==> src/rtl/reg_bank_serializer_pkg.sv <==
// Shared definitions for the register-bank unload path: stream FSM encoding
// and the default layer word geometry.
package reg_bank_serializer_pkg;

   typedef enum logic {
      ST_IDLE = 1'b0,
      ST_SEND = 1'b1
   } stream_state_t;

   localparam int DEF_DATA_WIDTH = 32;
   localparam int DEF_NUM_WORDS  = 16;

endpackage

==> src/rtl/reg_bank_serializer_reg_en.sv <==
// Generic data register with load enable and asynchronous active-high clear.
// One cycle from enabled load to output; holds its value whenever i_en is low.
module reg_en #(
   parameter int WIDTH = 32
) (
   input  logic             clk,
   input  logic             rst,
   input  logic             i_en,
   input  logic [WIDTH-1:0] i_d,
   output logic [WIDTH-1:0] o_q
);

   logic [WIDTH-1:0] r_q;

   always_ff @(posedge clk or posedge rst) begin
      if (rst) begin
         r_q <= '0;
      end else if (i_en) begin
         r_q <= i_d;
      end
   end

   assign o_q = r_q;

endmodule

==> src/rtl/reg_bank_serializer.sv <==
// Snapshots a flat register bank on start and streams it one word per valid/ready beat.
// First word valid one cycle after start; words hold stable under backpressure.
module reg_bank_serializer
   import reg_bank_serializer_pkg::*;
#(
   parameter  int DATA_WIDTH = DEF_DATA_WIDTH,
   parameter  int NUM_WORDS  = DEF_NUM_WORDS,
   localparam int IDX_W      = $clog2(NUM_WORDS)
) (
   input  logic                            clk,
   input  logic                            reset,
   input  logic                            start,
   input  logic [NUM_WORDS*DATA_WIDTH-1:0] Bank_in,
   output logic [DATA_WIDTH-1:0]           Data_out,
   output logic                            valid,
   input  logic                            ready,
   output logic                            last,
   output logic [IDX_W-1:0]                idx,
   output logic                            busy,
   output logic                            done
);

   localparam logic [IDX_W-1:0] LAST_IDX = IDX_W'(NUM_WORDS - 1);

   stream_state_t          r_state;
   stream_state_t          w_state_nxt;
   logic [IDX_W-1:0]       r_idx;
   logic [IDX_W-1:0]       w_idx_nxt;
   logic [IDX_W-1:0]       w_idx_inc;
   logic [DATA_WIDTH-1:0]  r_data;
   logic [DATA_WIDTH-1:0]  w_data_nxt;
   logic                   r_done;
   logic                   w_done_nxt;
   logic                   w_load;
   logic [DATA_WIDTH-1:0]  w_snap [NUM_WORDS];

   genvar g;
   generate
      for (g = 0; g < NUM_WORDS; g++) begin : g_snap
         reg_en #(
            .WIDTH (DATA_WIDTH)
         ) u_word (
            .clk  (clk),
            .rst  (reset),
            .i_en (w_load),
            .i_d  (Bank_in[g*DATA_WIDTH +: DATA_WIDTH]),
            .o_q  (w_snap[g])
         );
      end
   endgenerate

   assign w_idx_inc = r_idx + IDX_W'(1);

   // Word 0 is taken straight from Bank_in so it is ready the cycle after start.
   always_comb begin
      w_state_nxt = r_state;
      w_idx_nxt   = r_idx;
      w_data_nxt  = r_data;
      w_done_nxt  = 1'b0;
      w_load      = 1'b0;
      case (r_state)
         ST_IDLE: begin
            if (start) begin
               w_load      = 1'b1;
               w_idx_nxt   = '0;
               w_data_nxt  = Bank_in[0 +: DATA_WIDTH];
               w_state_nxt = ST_SEND;
            end
         end
         ST_SEND: begin
            if (ready) begin
               if (r_idx == LAST_IDX) begin
                  w_state_nxt = ST_IDLE;
                  w_idx_nxt   = '0;
                  w_data_nxt  = '0;
                  w_done_nxt  = 1'b1;
               end else begin
                  w_idx_nxt  = w_idx_inc;
                  w_data_nxt = w_snap[w_idx_inc];
               end
            end
         end
         default: begin
            w_state_nxt = ST_IDLE;
         end
      endcase
   end

   always_ff @(posedge clk or posedge reset) begin
      if (reset) begin
         r_state <= ST_IDLE;
         r_idx   <= '0;
         r_data  <= '0;
         r_done  <= 1'b0;
      end else begin
         r_state <= w_state_nxt;
         r_idx   <= w_idx_nxt;
         r_data  <= w_data_nxt;
         r_done  <= w_done_nxt;
      end
   end

   assign valid    = (r_state == ST_SEND);
   assign busy     = (r_state == ST_SEND);
   assign last     = (r_state == ST_SEND) && (r_idx == LAST_IDX);
   assign idx      = r_idx;
   assign Data_out = r_data;
   assign done     = r_done;

endmodule

==> config.mk <==
export PLATFORM = sky130hd
export DESIGN_NAME = reg_bank_serializer
export DESIGN_NICKNAME = d
export VERILOG_FILES = /design/src/rtl/reg_bank_serializer_pkg.sv /design/src/rtl/reg_bank_serializer_reg_en.sv /design/src/rtl/reg_bank_serializer.sv
export SDC_FILE = /design/constraint.sdc
export NUM_CORES = 2
export LEC_CHECK = 0
export ABC_CLOCK_PERIOD_IN_PS = 2000
export BUFFER_PORTS_ARGS = -buffer_cell sky130_fd_sc_hd__buf_2
export CAP_MARGIN = 10
export CORE_MARGIN = 10
export CORE_UTILIZATION = 35
export CTS_CLUSTER_SIZE = 20
export DETAILED_ROUTE_END_ITERATION = 10
export PLACE_DENSITY = 0.55
export SLEW_MARGIN = 20
export SYNTH_ARGS = -nofsm -noshare
export SYNTH_HDL_FRONTEND = slang
export SYNTH_HIERARCHICAL = 1
export SYNTH_SLANG_ARGS = --single-unit
==> constraint.sdc <==
create_clock -name clk -period 2 [get_ports clk]
set_clock_uncertainty 0.05 [all_clocks]
set_input_delay 0.3 -clock clk [delete_from_list [all_inputs] [get_ports clk]]
set_output_delay 0.3 -clock clk [all_outputs]
set_load 0.005 [all_outputs]
# After elaboration in Yosys (flattened, before gate mapping)
# Index checks and enable logic that the tools add are counted.
[classes]
addsub = 1
magnitude_cmp = 1
eq_ne = 3
muxes = 19
n_bitwise = 2
reduce_logical = 2
[ops]
columns = ["op", "count"]
rows = [
  ["2-to-1 mux 32 bit", 5],
  ["binary-select mux 32 bit (select 4 bit)", 1],
  ["case mux 32 bit (2 select lines)", 1],
  ["2-to-1 mux 4 bit", 3],
  ["case mux 4 bit (2 select lines)", 1],
  ["2-to-1 mux 1 bit", 7],
  [">= comparator 5 bit, second input constant", 1],
  ["inverter 4 -> 5 bit", 1],
  ["adder 4 x 1 -> 4 bit, second input constant", 1],
  ["== test 4 bit, second input constant", 1],
  ["inequality test 2 bit, second input constant", 2],
  ["case mux 1 bit (2 select lines)", 1],
  ["AND reduction 2 bit", 1],
  ["logical AND 1 bit", 1],
  ["inverter 1 bit", 1],
]
[totals]
reg_bits = 550
input_bits = 516
out_inout_bits = 40
wordCells = 48

# Logic depth before layout (Yosys ltp)
[depth]
depth_word = 8
ltp_mapped = 7

# Modules after synthesis
# Netlist, hierarchy kept.
[modules_own_cells]
columns = ["mod", "n_inst", "cells_per_inst", "area_each_um2", "seq_area_each_um2"]
rows = [
  ["reg_en", 16, 69, 1348.8, 800.8],
  ["reg_bank_serializer", 1, 477, 6354.8, 950.9],
]

# Worst setup path after synthesis
# OpenSTA, ideal clock, no wires.
[synth_timing]
kind = "reg-to-reg"
start = "register r_state, in the netlist busy"
end = "register g_snap[0].u_word.r_q[0]"
setup_time_ns = 0.125
arrival_ns = 1.897
required_time_ns = 1.825
path_slack_ns = -0.073
stages_incl_launch_ff = 7
path_buffers = 4
path_cell_list = "dfrtp_1 > nor2b_1 > clkbuf_1 > buf_2 > buf_6 > buf_12 > mux2_4"
[synth_between]
elab_chain_len = 1
[synth_rtl]
columns = ["item", "line_no", "rtl"]
rows = [
  ["start: declaration", "reg_bank_serializer.sv:25", "stream_state_t r_state;"],
  ["start signal: assignment", "reg_bank_serializer.sv:96", "r_state <= w_state_nxt;"],
  ["2-to-1 mux 1 bit", "reg_bank_serializer.sv:61", "case (r_state)"],
  ["net w_load", "reg_bank_serializer.sv:34", "logic w_load;"],
  ["end signal: assignment", "reg_bank_serializer_reg_en.sv:19", "r_q <= i_d;"],
  ["end: declaration", "reg_bank_serializer_reg_en.sv:13", "logic [WIDTH-1:0] r_q;"],
]
# The timed path passes the listed nets, and every way through them passes these cells.
# A chain may end at the register's enable or synchronous reset.

# Worst setup path after layout
[layout_timing]
start = "register r_idx[0], in the netlist idx[0]"
end = "register r_data[20], in the netlist Data_out[20]"
[layout_between]
elab_chain_len = 8
word_cells_on_any_way = 9
cone_classes = "add/sub: 1; eq/ne: 1; mux: 6; bitwise: 1"
[layout_rtl]
columns = ["item", "line_no", "rtl"]
rows = [
  ["start: declaration", "reg_bank_serializer.sv:27", "logic [IDX_W-1:0] r_idx;"],
  ["start signal: assignment", "reg_bank_serializer.sv:97", "r_idx <= w_idx_nxt;"],
  ["adder 4 x 1 -> 4 bit", "reg_bank_serializer.sv:52", "assign w_idx_inc = r_idx + IDX_W'(1);"],
  ["inverter 4 -> 5 bit (not written as such)", "reg_bank_serializer.sv:79", "w_data_nxt = w_snap[w_idx_inc];"],
  ["binary-select mux 32 bit (select 4 bit)", "reg_bank_serializer.sv:79", ""],
  ["2-to-1 mux 32 bit (not written as such) (2 in a row)", "reg_bank_serializer.sv:79", ""],
  ["2-to-1 mux 32 bit (*)", "reg_bank_serializer.sv:72", "if (r_idx == LAST_IDX) begin"],
  ["2-to-1 mux 32 bit (*)", "reg_bank_serializer.sv:71", "if (ready) begin"],
  ["case mux 32 bit (2 select lines) (*)", "reg_bank_serializer.sv:61", ""],
  ["end signal: assignment", "reg_bank_serializer.sv:98", "r_data <= w_data_nxt;"],
  ["end: declaration", "reg_bank_serializer.sv:30", "logic [DATA_WIDTH-1:0] r_data;"],
]
# Mark *: on every way between the ends. The rest lies on a longest branch, timed or not. The select of a mux whose other input is x is not followed.

==> metrics.cfg <==
[yosys]
ys_top_cells_by_area = dfrtp_1, mux2_4, mux4_2
synthDistinctLibCells = 28
seq_area_frac_synth_pct = 49.3
synth_area_mm2 = 0.0279
synth_compound_area_share_pct = 2.28
synthAdderAreaFrac_pct = 0.0448
synth-simple-area-share_pct = 0.721
synthCells = 1581
synth_fp_nets = 2098
muxShareOfSynthArea_pct = 41.8
synthXorXnorAreaFrac_pct = 0.0627
synth_top_family_by_area = multiplexers
ys_warn_count = 6
yosysTopAreaCellShare_pct = 49.3
ys_ff_latch = 550
synth_top_area_cell = dfrtp_1
syn_avg_cell_area_um2 = 17.7

[cts]
cts_buffers = 66
cts_tree = done
insertion_delay_ns = 0.61
clock-root-buffer = clkbuf_16
cts_buffer_depth = 3
htree_levels = 3
cts.sink_count = 550
path_clk_slew_ns = 0.06

[power_and_ir_drop]
pwr_density_cell_mw_per_mm2 = 1090
peakVddDrop_v = 0.000565
p_leak_nw = 18.6
p_total_mw = 44.4

[grt]
grt_max_degree = 66
antenna_found_initial = 15
grt_pass1_wl_um = 163000
grt_pass1_vias = 23200
gr-total-overflow = 0
grt_usage_pct = 24.4

[worst_setup_path]
rr_worst_depth = 9
cp-end-kind = flop
arrival_ns = 2.62
cp-start-kind = flop
cp_max_fo = 6
rrSetupSlack_ns = -0.20
critPathKind = reg -> reg
critPathRequiredTime_ns = 2.42
crit-reg2reg-capture = Data_out[20]
reg2reg_from = idx[0]

[worst_hold_path]
hold_path.class = in -> reg
min_path_cells = 3
holdPathEnd = done
min-delay-start = ready

[sta]
drv_slew = 0
fmax_mhz = 454
setup_viol = 33
layout_setup_ws_ns = -0.203
rsz0062_at_grt = yes
tightest_slew_ns = 0.737
period_share_pct = 110
slew_headroom_pct = 50.9
fin_crit_ns = 2.20
hold_violations = 0
setup_tns_ns = -3.52

[routing]
vias_per_cell = 5.17
route.vias.total = 20200
drtIter0Drc = 1321
routed_wl_um = 114000
ant_nets = 0
dr.pass1.iters = 5
drc = 0
detail_route.wl_per_cell_um = 29.1

[place]
port-buffer-count = 555
dpl.hpwl_um = 75900
place_area_mm2 = 0.0322
gp_congestion = 0.895

[cells_and_area]
design_area_mm2 = 0.0405
area_delta_synth_final_pct = 45.1
final_core_util_pct = 51.3
fill_cells = 6335
nets = 3293
layout-drive-gt1-share_pct = 55.6
regArea_mm2 = 0.0138
final_cell_mix = buf_2, dfrtp_1, dlygate4sd3_1, mux2_4, mux4_2
multi_input_area_mm2 = 0.0128
final_common_cell = buf_2

[floorplan]
io_pins = 556
die_h_um = 303
die_width_um = 303
initial_utilization_pct = 35.4
core_area_mm2 = 0.0790
dieArea_mm2 = 0.0915
rows = 103

[run_status]
status = finished with violations
violations = negative setup slack

[job]
max_cap_viol_count = 0

==> worst max-delay path: stages, from the launching register on <==
cell and delay (ns):
dfrtp_4 0.50, ha_4 0.27, buf_12 0.15, buf_12 0.13, buf_16 0.14, buf_4 0.13
mux4_2 0.27, mux2i_1 0.17, buf_4 0.16, o221ai_2 0.09
==> how the worst max path moves through the flow <==
stage | start | endpoint | slack [ns]
floorplan | idx[0] | Data_out[26] | 0.008
finish | idx[0] | Data_out[20] | -0.20
global placement | idx[0] | Data_out[28] | -0.27
CTS | idx[0] | Data_out[22] | -0.18
detailed placement | idx[0] | Data_out[28] | -0.28
global route | idx[0] | Data_out[22] | -0.26
==> layout make-up <==
type | instances | area share [%]
Sequential cell | 550 | 34.0
Multi-Input combinational cell | 892 | 31.5
Timing Repair Buffer | 1248 | 25.5
Clock buffer | 94 | 4.65
Tap cell | 1050 | 3.24
Clock inverter | 25 | 0.809
Inverter | 18 | 0.176
Antenna cell | 19 | 0.117
==> synth_stat cells, drive strengths merged <==
cell type,instances
xnor2,1
o221ai,32
nor2b,1
and2,1
mux2i,64
ha,1
dfrtp,550
mux4,128
xor2,1
buf,96
o21ai,68
nor2,6
inv,18
a32o,1
a21oi,1
nand2,38
or2,1
mux2,545
clkbuf,25
nand3,2
nand3b,1
==> registers in the layout, summed over array words and instances (netlist names) <==
| signal | cells |
|---|---|
| g_snap.u_word/o_q | 512 |
| idx | 4 |
| done | 1 |
| Data_out | 32 |
| busy | 1 |
==> where the power goes <==
| group | switching (mW) | internal (mW) | total (mW) | leakage, nW |
|---|---|---|---|---|
| logic | 7.93 | 10.0 | 17.9 | 10.7 |
| clock network | 5.00 | 7.39 | 12.4 | 1.08 |
| registers | 1.33 | 12.7 | 14.1 | 6.81 |
==> layer usage <==
metal | vias to the layer above | part of all wire, % | routed length [µm] | global-route usage [%]
li1 | 8352 | - | - | -
met1 | 10400 | 39 | 43900 | 29.3
met2 | 973 | 48 | 54300 | 38.5
met3 | 425 | 5.8 | 6540 | 5.27
met4 | 6 | 7.7 | 8780 | 17.9
met5 | - | 0.041 | 46 | 0
==> kinds of logic after synthesis <==
family	Yosys count
multiplexers	737
flip-flops	550
buffers and inverters	139
AO/OA/AOI/OAI	102
AND/OR/NAND/NOR	50
XOR/XNOR	2
adder cells (fa/ha/maj)	1
==> metrics by stage <==
step	hold WS, ns	worst slack [ns]	std cells
floorplan	0.366	0.00791	1581
global placement	0.437	-0.273	3206
detailed placement	0.439	-0.277	3206
CTS	0.0395	-0.177	3864
global route	0.0996	-0.262	3888
finish	0.0911	-0.203	3896
==> what timing repair did <==
action	in CTS	in global routing
setup endpoints to repair	34	34
gates resized for setup	90	55
setup buffers	15	10
hold buffers	514	0
hold endpoints to repair	572	0
pin swaps	13	23
cloned	10	6
(Power assumes the default switching activity.)
